## src/rtl/alarm_bank.sv

```systemverilog
// Multi-channel alarm manager: per-channel ring/snooze/stop FSMs.
// Optional beep modulation of Sound enabled by ALARM_BEEP_EN.
module alarm_bank #(
    parameter int N_ALARMS   = 4,
    parameter int SNOOZE_MIN = 9,
    parameter int RING_MIN   = 5,
    parameter int BEEP_W     = 4
) (
    input  logic                Clk,
    input  logic                Reset,
    input  logic                min_tick,
    input  logic [4:0]          cur_hour,
    input  logic [5:0]          cur_min,
    input  logic [2:0]          cur_day,
    input  logic                wr_en,
    input  logic [2:0]          wr_sel,
    input  logic [4:0]          wr_hour,
    input  logic [5:0]          wr_min,
    input  logic [6:0]          wr_days,
    input  logic                wr_on,
    input  logic                Snooze,
    input  logic                Stop,
    input  logic                Mute,
    output logic                Sound,
    output logic [N_ALARMS-1:0] ringing,
    output logic [N_ALARMS-1:0] snoozed,
    output logic                wr_err
);

    typedef enum logic [1:0] {
        S_DIS,
        S_ARM,
        S_RING,
        S_SNZ
    } state_t;

    localparam logic [3:0] RING_L = 4'(RING_MIN);
    localparam logic [3:0] SNZ_L  = 4'(SNOOZE_MIN);

    state_t     st_q [N_ALARMS];
    state_t     st_d [N_ALARMS];
    logic [4:0] hr_q [N_ALARMS];
    logic [4:0] hr_d [N_ALARMS];
    logic [5:0] mn_q [N_ALARMS];
    logic [5:0] mn_d [N_ALARMS];
    logic [6:0] dm_q [N_ALARMS];
    logic [6:0] dm_d [N_ALARMS];
    logic [3:0] rc_q [N_ALARMS];
    logic [3:0] rc_d [N_ALARMS];
    logic [3:0] sc_q [N_ALARMS];
    logic [3:0] sc_d [N_ALARMS];

    logic wr_valid;
    logic wr_ok;
    logic wr_err_q;
    logic beep_gate;

    assign wr_valid = ({1'b0, wr_sel} < 4'(N_ALARMS)) &&
                      (wr_hour <= 5'd23) && (wr_min <= 6'd59);
    assign wr_ok    = wr_en & wr_valid;

    always_comb begin
        logic [7:0] m8;
        logic       hit;
        st_d = st_q;
        hr_d = hr_q;
        mn_d = mn_q;
        dm_d = dm_q;
        rc_d = rc_q;
        sc_d = sc_q;
        m8   = '0;
        hit  = 1'b0;
        for (int i = 0; i < N_ALARMS; i++) begin
            m8  = {1'b0, dm_q[i]};
            hit = (hr_q[i] == cur_hour) && (mn_q[i] == cur_min) &&
                  (m8[cur_day] || (dm_q[i] == 7'd0));
            if (wr_ok && (wr_sel == 3'(i))) begin
                hr_d[i] = wr_hour;
                mn_d[i] = wr_min;
                dm_d[i] = wr_days;
                st_d[i] = wr_on ? S_ARM : S_DIS;
                rc_d[i] = '0;
                sc_d[i] = '0;
            end else if (Stop &&
                         (st_q[i] == S_RING || st_q[i] == S_SNZ)) begin
                st_d[i] = (dm_q[i] == 7'd0) ? S_DIS : S_ARM;
                rc_d[i] = '0;
                sc_d[i] = '0;
            end else if (Snooze && st_q[i] == S_RING) begin
                st_d[i] = S_SNZ;
                sc_d[i] = SNZ_L;
            end else if (min_tick) begin
                unique case (st_q[i])
                    S_ARM: begin
                        if (hit) begin
                            st_d[i] = S_RING;
                            rc_d[i] = '0;
                        end
                    end
                    S_RING: begin
                        rc_d[i] = rc_q[i] + 4'd1;
                        if (rc_q[i] + 4'd1 == RING_L) begin
                            st_d[i] = (dm_q[i] == 7'd0) ? S_DIS : S_ARM;
                            rc_d[i] = '0;
                        end
                    end
                    S_SNZ: begin
                        sc_d[i] = sc_q[i] - 4'd1;
                        if (sc_q[i] == 4'd1) begin
                            st_d[i] = S_RING;
                            rc_d[i] = '0;
                        end
                    end
                    default: ;
                endcase
            end
        end
    end

    always_ff @(posedge Clk or negedge Reset) begin
        if (!Reset) begin
            for (int i = 0; i < N_ALARMS; i++) begin
                st_q[i] <= S_DIS;
                hr_q[i] <= '0;
                mn_q[i] <= '0;
                dm_q[i] <= '0;
                rc_q[i] <= '0;
                sc_q[i] <= '0;
            end
            wr_err_q <= 1'b0;
        end else begin
            st_q     <= st_d;
            hr_q     <= hr_d;
            mn_q     <= mn_d;
            dm_q     <= dm_d;
            rc_q     <= rc_d;
            sc_q     <= sc_d;
            wr_err_q <= wr_en & ~wr_valid;
        end
    end

    always_comb begin
        ringing = '0;
        snoozed = '0;
        for (int i = 0; i < N_ALARMS; i++) begin
            ringing[i] = (st_q[i] == S_RING);
            snoozed[i] = (st_q[i] == S_SNZ);
        end
    end

`ifdef ALARM_BEEP_EN
    logic [BEEP_W-1:0] beep_q;

    always_ff @(posedge Clk or negedge Reset) begin
        if (!Reset) begin
            beep_q <= '0;
        end else begin
            beep_q <= beep_q + BEEP_W'(1);
        end
    end

    assign beep_gate = beep_q[BEEP_W-1];
`else
    logic [31:0] unused_beep_w;
    assign unused_beep_w = 32'(BEEP_W);
    assign beep_gate     = 1'b1;
`endif

    assign wr_err = wr_err_q;
    assign Sound  = (|ringing) & ~Mute & beep_gate;

endmodule

```

## config.mk

```make
export PLATFORM = sky130hd
export DESIGN_NAME = alarm_bank
export DESIGN_NICKNAME = d
export VERILOG_FILES = /design/src/rtl/alarm_bank.sv
export SDC_FILE = /design/constraint.sdc
export NUM_CORES = 1
export LEC_CHECK = 0
export ABC_AREA = 1
export BUFFER_PORTS_ARGS = -buffer_cell sky130_fd_sc_hd__buf_2
export CORE_MARGIN = 2
export CORE_UTILIZATION = 50
export CTS_CLUSTER_DIAMETER = 80
export DETAILED_ROUTE_END_ITERATION = 8
export PLACE_DENSITY = 0.64
export SLEW_MARGIN = 30
export SYNTH_ARGS = -nofsm -noshare
export SYNTH_HDL_FRONTEND = slang
export SYNTH_SLANG_ARGS = --single-unit
```

## constraint.sdc

```tcl
create_clock -name Clk -period 1.7 [get_ports Clk]
set_clock_uncertainty 0.05 [all_clocks]
set_input_delay 0.17 -clock Clk [delete_from_list [all_inputs] [get_ports Clk]]
set_output_delay 0.17 -clock Clk [all_outputs]
set_load 0.02 [all_outputs]
```

==> results of run 1 <==
[synth_stat cells, types with 2 or more instances]
cell	number
inv_1	136
a31oi_1	3
nand2_1	347
xnor2_1	4
o211ai_1	3
nor2_1	85
nor2_4	3
clkbuf_2	2
nand4_1	8
a21oi_1	6
buf_6	6
o22ai_1	4
nand2_2	14
xor2_1	12
nand3_1	87
nand3_2	2
nor2_2	5
clkbuf_1	6
buf_2	9
o21ai_1	35
nand3_4	3
ha_1	16
dfrtp_1	113
inv_2	7
nor3_1	6
nand3b_1	4
o21ai_0	57
[worst max-delay path: stages, from the launching register on]
cell and delay, ns:
dfrtp_1 0.40, inv_2 0.07, nor2_4 0.11, inv_2 0.07, a41oi_2 0.21, buf_6 0.15
[routing by layer]
metal / vias up / track usage / wire (um)
met5: - / 0 / 0
met4: 0 / 0.08261 / 266
met3: 23 / 0.04775 / 632
met2: 114 / 0.3529 / 7305
met1: 2836 / 0.3341 / 8072
li1: 3272 / - / -
[cell type report]
class,instances,area share
Timing Repair Buffer,83,0.06474
Tap cell,180,0.02742
Clock buffer,21,0.05727
Multi-Input combinational cell,715,0.4239
Antenna cell,1,0.0003046
Sequential cell,113,0.3446
Inverter,143,0.06535
Clock inverter,11,0.01645
[where the power goes]
part	switching, uW	total (uW)	internal (uW)
logic	2750	4520	1770
registers	625	4040	3420
clock network	1240	3640	2400
total	4610	12200	7590
[metrics by stage]
step           total power [uW]  setup WS (ns)  hold slack, ns  std cells  setup TNS (ns)
6_report                  12200        0.05611        0.006073       1267               0
3_3_place_gp               8190        0.09406       -0.003031       1222               0
3_5_place_dp               8242        0.06542        -0.01110       1222               0
2_1_floorplan              7173         0.1525         -0.1756        995               0
4_1_cts                   12070        0.01767       0.0007273       1261               0
5_1_grt                   13150      -0.009612         0.01608       1267        -0.02592
[state kept, by name, summed over array words and instances (netlist names)]
name,flops
hr_q,20
wr_err,1
sc_q,16
mn_q,24
st_q,8
dm_q,28
rc_q,16
[worst paths after layout]
check	endpoint	slack, ns	cells after the start
max	Sound	0.06	5
min	mn_q[0]	0.006	3
max reg2reg	rc_q[11]	0.10	9
min reg2reg	rc_q[15]	0.45	2
max in group asynchronous	st_q[6]	0.90	3
min in group asynchronous	sc_q[9]	0.10	2
[timing repair]
item,4_1_cts,5_1_grt
setup endpoints to repair,1,23
endpoints found under the hold margin,114,0
buffers inserted,5,5
gates resized for setup,4,23
pin swaps,2,10
hold buffers,2,0
[cells by family after synthesis]
| kind of cell | Yosys count | share of synthesized area |
|---|---|---|
| flops | 113 | 0.4083 |
| simple gates | 570 | 0.3541 |
| xor+xnor | 16 | 0.02023 |
| buf+inv | 167 | 0.09955 |
| fa+ha+maj | 16 | 0.02891 |
| compound gates | 113 | 0.08889 |
==> impl_metrics.ini, run 1 <==
[global_route]
grt_pass1_wl_um = 26870
grt_pass1_vias = 5597
grt_use_total = 0.2335
antenna_found_initial = 1
grt_max_degree = 38
overflow = 0

[timing]
period_minus_slack_ns = 1.644
maxSlewHeadroom = 0.6818
rsz0062_at_grt = true
finalSetupViolCount = 0
fmax_mhz = 608.3
hold_violations = 0
worst_pin_slew_ns = 0.4768
finalCritPeriodShare = 0.9670
drv_slew = 0

[drt]
ant_nets = 0
vias = 6245
wl_per_cell_um = 12.85
first_iter_violations = 392
viasPerCell = 4.929
drt_first_pass_iters = 5
routed_wl_um = 16280
drc = 0

[synthesis]
synth_edf_count = 0
synth-seq-cells = 113
synth_area_leaders = dfrtp_1 (41%), nand2_1 (19%), inv_1 (7.4%)
ys_types = 39
avgSynthCellArea_um2 = 6.960
async_flop_share = 1.000
synth_area_um2 = 6925
ys_seq_area_frac = 0.4083
synth_top_area_cell = dfrtp_1
ys_warn_count = 0
syn-num-nets = 1054
yosysTopAreaCellShare = 0.4083
ys.flop_type = dfrtp_1
syn_inst = 995

[final_layout]
fin_util = 0.5987
fillerInstances = 1280
ff_latch_area_um2 = 2830
layout-drive-gt1-share = 0.1556
synthToLayoutAreaGrowth_pct = 18.61
multiInputGateArea_um2 = 3482
fin_area_um2 = 8214
final_common_cell = nand2_1
final_cell_mix = nand2_1 (346), inv_1 (132), dfrtp_1 (111)
final_nets = 1132

[hold_path]
worstHoldPathType = input port to flip-flop
min_from = wr_min[0]

[cts]
cts_tree = yes
cts_buffer_depth = 2
cts_root_buffer = clkbuf_16
insertion_delay_ns = 0.42
htree_levels = 4
cts_buffers = 17
clkSinkCount = 113
clk_pin_slew_worst_paths_ns = 0.05

[worst_setup_path]
startpoint = st_q[5]
crit_type = flip-flop to output pin
worstReg2RegStart = st_q[5]
start_kind = flip-flop
endpoint_kind = output pin
cp.required_ns = 1.48
crit_arrival_ns = 1.42
critical_path.max_fanout = 3

[die]
die_area_um2 = 14810
rows = 43
die_h_um = 121.7
coreArea_um2 = 13720
initial_core_util = 0.5048
io_pins = 53
die_w_um = 121.7

[placed_design]
io_buffer_count = 52
gp_congestion = 0.8326
dpl-instance-area_um2 = 7428
place.detailed.hpwl_um = 11670

[power_and_ir_drop]
peakVddDrop_mv = 1.021
power_density_nw_per_um2 = 1486
p_leak_uw = 0.004471

[run_status]
status = completed

[run]
drv_cap = 0
(Power assumes the default switching activity.)
==> run 2: changes to the inputs <==
- ABC_CLOCK_PERIOD_IN_PS: default -> 1700
- CELL_PAD_IN_SITES_DETAIL_PLACEMENT: default -> 0
- CELL_PAD_IN_SITES_GLOBAL_PLACEMENT: default -> 1
- CORE_UTILIZATION: 50 -> 44
- PLACE_DENSITY: 0.64 -> 0.76
==> run 2 against run 1 <==
The flow now finishes with violations (negative setup slack). Count of clock-buffer cells in the layout is 2 higher. Largest cell class unchanged. Largest power group unchanged. Critical endpoint unchanged. Via count down 1.3%. Combinational power is 4.6% higher. Die area increased by 13%.
==> impl_metrics.ini, run 2 (synthesis gave the netlist of run 1 again) <==
[global_route]
grt_use_total = 0.2121
grt_max_degree = 38
grt_pass1_wl_um = 27630
antenna_found_initial = 0
overflow = 0
grt_pass1_vias = 5617

[final_layout]
fin_util = 0.5485
layout-drive-gt1-share = 0.1632
regMostFlops = dm_q
final_nets = 1143
final_common_cell = nand2_1
num_antenna_cells = 0
synthToLayoutAreaGrowth_pct = 21.30
fin_area_um2 = 8401
reg_top3 = dm_q (28), mn_q (24), hr_q (20)
final_cell_mix = nand2_1 (346), inv_1 (129), dfrtp_1 (111)
fillerInstances = 1559
largest_reg_flops = 28

[die]
initial_core_util = 0.4522
rows = 45
die_w_um = 129.5
io_pins = 53
coreArea_um2 = 15310
die_h_um = 129.5
die_area_um2 = 16760

[timing]
finalSetupViolCount = 1
worst_pin_slew_ns = 0.4073
drv_slew = 0
worst_slack_ns = -0.002036
setup_tns_ns = -0.002036
fmax_mhz = 587.5
rsz0062_at_grt = true
hold_violations = 0
finalCritPeriodShare = 1.001
period_minus_slack_ns = 1.702
holdWs_ns = 0.01535
maxSlewHeadroom = 0.7282

[hold_path]
worstHoldPathType = input port to flip-flop

[worst_setup_path]
cp.required_ns = 1.48
reg2reg_slack_ns = 0.07
crit_chain = inv_2, nor2_4, inv_2, a41oi_2, buf_4
start_kind = flip-flop
crit_arrival_ns = 1.48
endpoint_kind = output pin
cpPeakStageDelay_ns = 0.42
path_common_cell = inv_2
crit_type = flip-flop to output pin
critical_path.max_fanout = 4
critPathSlowestCell = dfrtp_1

[placed_design]
gp_congestion = 0.8281
place.detailed.hpwl_um = 12370
io_buffer_count = 52
dpl-instance-area_um2 = 7542

[drt]
ant_nets = 0
vias = 6164
routed_wl_um = 16790
drc = 0
viasPerCell = 4.713
first_iter_violations = 373
drt_first_pass_iters = 5
wl_per_cell_um = 12.84

[power_and_ir_drop]
peakVddDrop_mv = 0.7921
p_leak_uw = 0.004532
power_density_nw_per_um2 = 1472

[run_status]
failed_checks = negative setup slack
status = finished, violations left

[run]
drv_cap = 0

[cts]
cts_root_buffer = clkbuf_16
htree_levels = 4
clk_pin_slew_worst_paths_ns = 0.05
clkSinkCount = 113
cts_tree = yes
insertion_delay_ns = 0.42
cts_buffer_depth = 2
cts_buffers = 17
[run 2: per-stage QoR]
stage | total power (uW) | cells | worst slack (ns)
finish | 12360 | 1308 | -0.002036
detailed placement | 8359 | 1258 | 0.06206
floorplan | 7173 | 995 | 0.1525
global route | 13390 | 1308 | -0.05046
global placement | 8361 | 1258 | 0.05952
CTS | 12200 | 1299 | -0.04514
[run 2: cell type report]
type	instances	area, um^2	share of cell area
clock buffers	23	478.0	0.05690
repair buffers	94	661.9	0.07879
multi-input cells	715	3497	0.4163
flip-flops and latches	113	2830	0.3369
inverters	143	539.3	0.06419
well taps	211	264.0	0.03143
clock inverters	9	130.1	0.01549
[run 2: routing by layer]
layer,global-route usage,wire (um)
met1,0.3018,8461
met2,0.3232,7486
met3,0.04666,618
met4,0.06831,223
met5,0,0
[run 2: repair_timing]
action,CTS,global route
hold buffers,5,0
pin swaps,2,8
resized for setup,7,28
endpoints found under the setup margin,1,29
buffers inserted,5,9
endpoints found under the hold margin,121,0
[run 2: path summary, 6_finish.rpt]
check,to,cells after the start,startpoint
max,Sound,5,st_q[3]
min,hr_q[1],3,wr_hour[1]
max reg2reg,st_q[2],11,st_q[3]
min reg2reg,hr_q[9],2,hr_q[9]
max in group asynchronous,rc_q[13],3,Reset
min in group asynchronous,hr_q[6],2,Reset
[run 2: report_power, final]
| group | internal (uW) | switching (uW) |
|---|---|---|
| Clock | 2410 | 1220 |
| Sequential | 3420 | 587 |
| Combinational | 1920 | 2800 |
[run 2: worst max-delay path, delay by kind of cell (launching register included)]
kind            cells  cell delay, ns
flops               1            0.42
buf+inv             3            0.31
compound gates      1            0.19
simple gates        1            0.14
==> run 3: changes to the inputs <==
- ABC_CLOCK_PERIOD_IN_PS: 1700 -> 1450
- CORE_MARGIN: 2 -> default
- CORE_UTILIZATION: 44 -> 40
- PLACE_DENSITY: 0.76 -> 0.73
- clock period: 1.7 -> 1.45 ns (I/O delays scaled with it)
==> run 3 against run 2 <==
Core utilization rose by 2.8 points. Count of clock-buffer cells in the layout did not move. Critical path depth did not move. Power rose by 34%. The run still ends with negative setup slack left.
==> impl_metrics.ini, run 3 (synthesis gave the netlist of run 1 again) <==
[die]
io_pins = 53
die_w_um = 133.6
rows = 47
die_area_um2 = 17840
coreArea_um2 = 16760
die_h_um = 133.6
initial_core_util = 0.4132

[cts]
insertion_delay_ns = 0.42
cts_tree = yes
cts_root_buffer = clkbuf_16
clkSinkCount = 113
cts_buffers = 17
cts_buffer_depth = 2
clk_pin_slew_worst_paths_ns = 0.06
htree_levels = 4

[final_layout]
fillerInstances = 1620
reg_top3 = dm_q (28), mn_q (24), hr_q (20)
fin_area_um2 = 9658
largest_reg_flops = 28
final_nets = 1246
instances_no_fill = 1420
layout-drive-gt1-share = 0.2983
synthToLayoutAreaGrowth_pct = 39.46
num_antenna_cells = 0
final_common_cell = nand2_1
regMostFlops = dm_q
final_cell_mix = nand2_1 (316), inv_1 (119), buf_4 (113)

[placed_design]
pre_cts_slack_ns = -0.1464
dpl-instance-area_um2 = 8169
io_buffer_count = 52
place_inst = 1346
gp_congestion = 0.7836
place.detailed.hpwl_um = 12980

[drt]
first_iter_violations = 305
drc = 0
viasPerCell = 4.685
drt_first_pass_iters = 5
wl_per_cell_um = 13.03
routed_wl_um = 18500
ant_nets = 0
vias = 6652

[global_route]
grt_use_total = 0.2188
grt_pass1_vias = 6386
grt_pass1_wl_um = 30850
grt_max_degree = 39
antenna_found_initial = 0
overflow = 0

[worst_setup_path]
cp.required_ns = 1.25
start_kind = flip-flop
reg2reg_slack_ns = -0.17
crit_type = flip-flop to output pin
critical_path.max_fanout = 4
critPathSlowestCell = dfrtp_2
endpoint_kind = output pin
crit_chain = nor2_4, inv_2, buf_6, a41oi_2, buf_4
crit_arrival_ns = 1.49
cp_top_family = flip-flops
crit_buf_inv = 3
cpPeakStageDelay_ns = 0.42

[timing]
rsz0062_at_grt = true
setup_tns_ns = -2.030
worst_pin_slew_ns = 0.4173
drv_slew = 0
finalCritPeriodShare = 1.163
finalSetupViolCount = 29
fmax_mhz = 593.1
hold_violations = 0
worst_slack_ns = -0.2362
period_minus_slack_ns = 1.686
maxSlewHeadroom = 0.7205

[hold_path]
worstHoldPathType = input port to flip-flop

[power_and_ir_drop]
power_density_nw_per_um2 = 1711
peakVddDrop_mv = 1.200
p_leak_uw = 0.005110

[run]
drv_cap = 0

[run_status]
status = finished, violations left
failed_checks = negative setup slack
run 3: cell count changes in the layout (fill, tap and decap cells not counted), sizes merged:
cell	change
buf	+94
dlygate4sd3	+9
bufinv	-1
clkinv	-1
clkinvlp	+1
inv	+1
run 3: stage by stage:
step | hold WS, ns | total power [uW] | util
6_report | 0.02362 | 16530 | 0.5763
5_1_grt | 0.03039 | 17780 | 0.5763
4_1_cts | 0.003250 | 15730 | 0.5518
3_5_place_dp | 0.0006151 | 10660 | 0.4874
3_3_place_gp | 0.005284 | 10610 | 0.4874
2_1_floorplan | -0.2006 | 8461 | -
run 3: metal layers:
metal,global-route usage,up-vias,share of wire
met4,0.06944,0,0.011
li1,-,3504,-
met5,0,-,0
met3,0.03691,18,0.026
met2,0.3490,79,0.47
met1,0.3020,3051,0.49
run 3: worst reg2reg max path, delay by kind of cell, from the launching register on:
| family | cells | cell delay [ns] |
|---|---|---|
| buf+inv | 3 | 0.31 |
| flops | 1 | 0.40 |
| simple gates | 9 | 0.73 |
run 3: path summary, 6_finish.rpt:
kind | to | startpoint | depth (start not counted)
worst min register to register | rc_q[15] | rc_q[15] | 2
min in group asynchronous | hr_q[0] | Reset | 2
max in group asynchronous | sc_q[12] | Reset | 3
worst max-delay path | Sound | st_q[6] | 5
worst max register to register | st_q[5] | st_q[4] | 12
worst min-delay path | dm_q[8] | wr_days[1] | 3
run 3: cell type report:
type	instances	area (um^2)	area share
tap	220	275.3	0.02850
inverter	143	551.8	0.05713
clock buffer	23	488.0	0.05052
sequential	113	2830	0.2930
multi-input combinational	715	3857	0.3994
clock inverter	9	103.9	0.01075
timing repair buffer	197	1551	0.1606
run 3: timing repair:
item,4_1_cts,5_1_grt
endpoints found under the setup margin,32,43
gates resized for setup,74,96
hold buffers,14,0
pin swaps,38,45
buffers inserted,15,15
hold endpoints to repair,140,0
run 3: where the power goes:
group / switching, uW / internal [uW]
registers: 630 / 4010
clock network: 1510 / 2700
logic: 4120 / 3550
total: 6260 / 10300
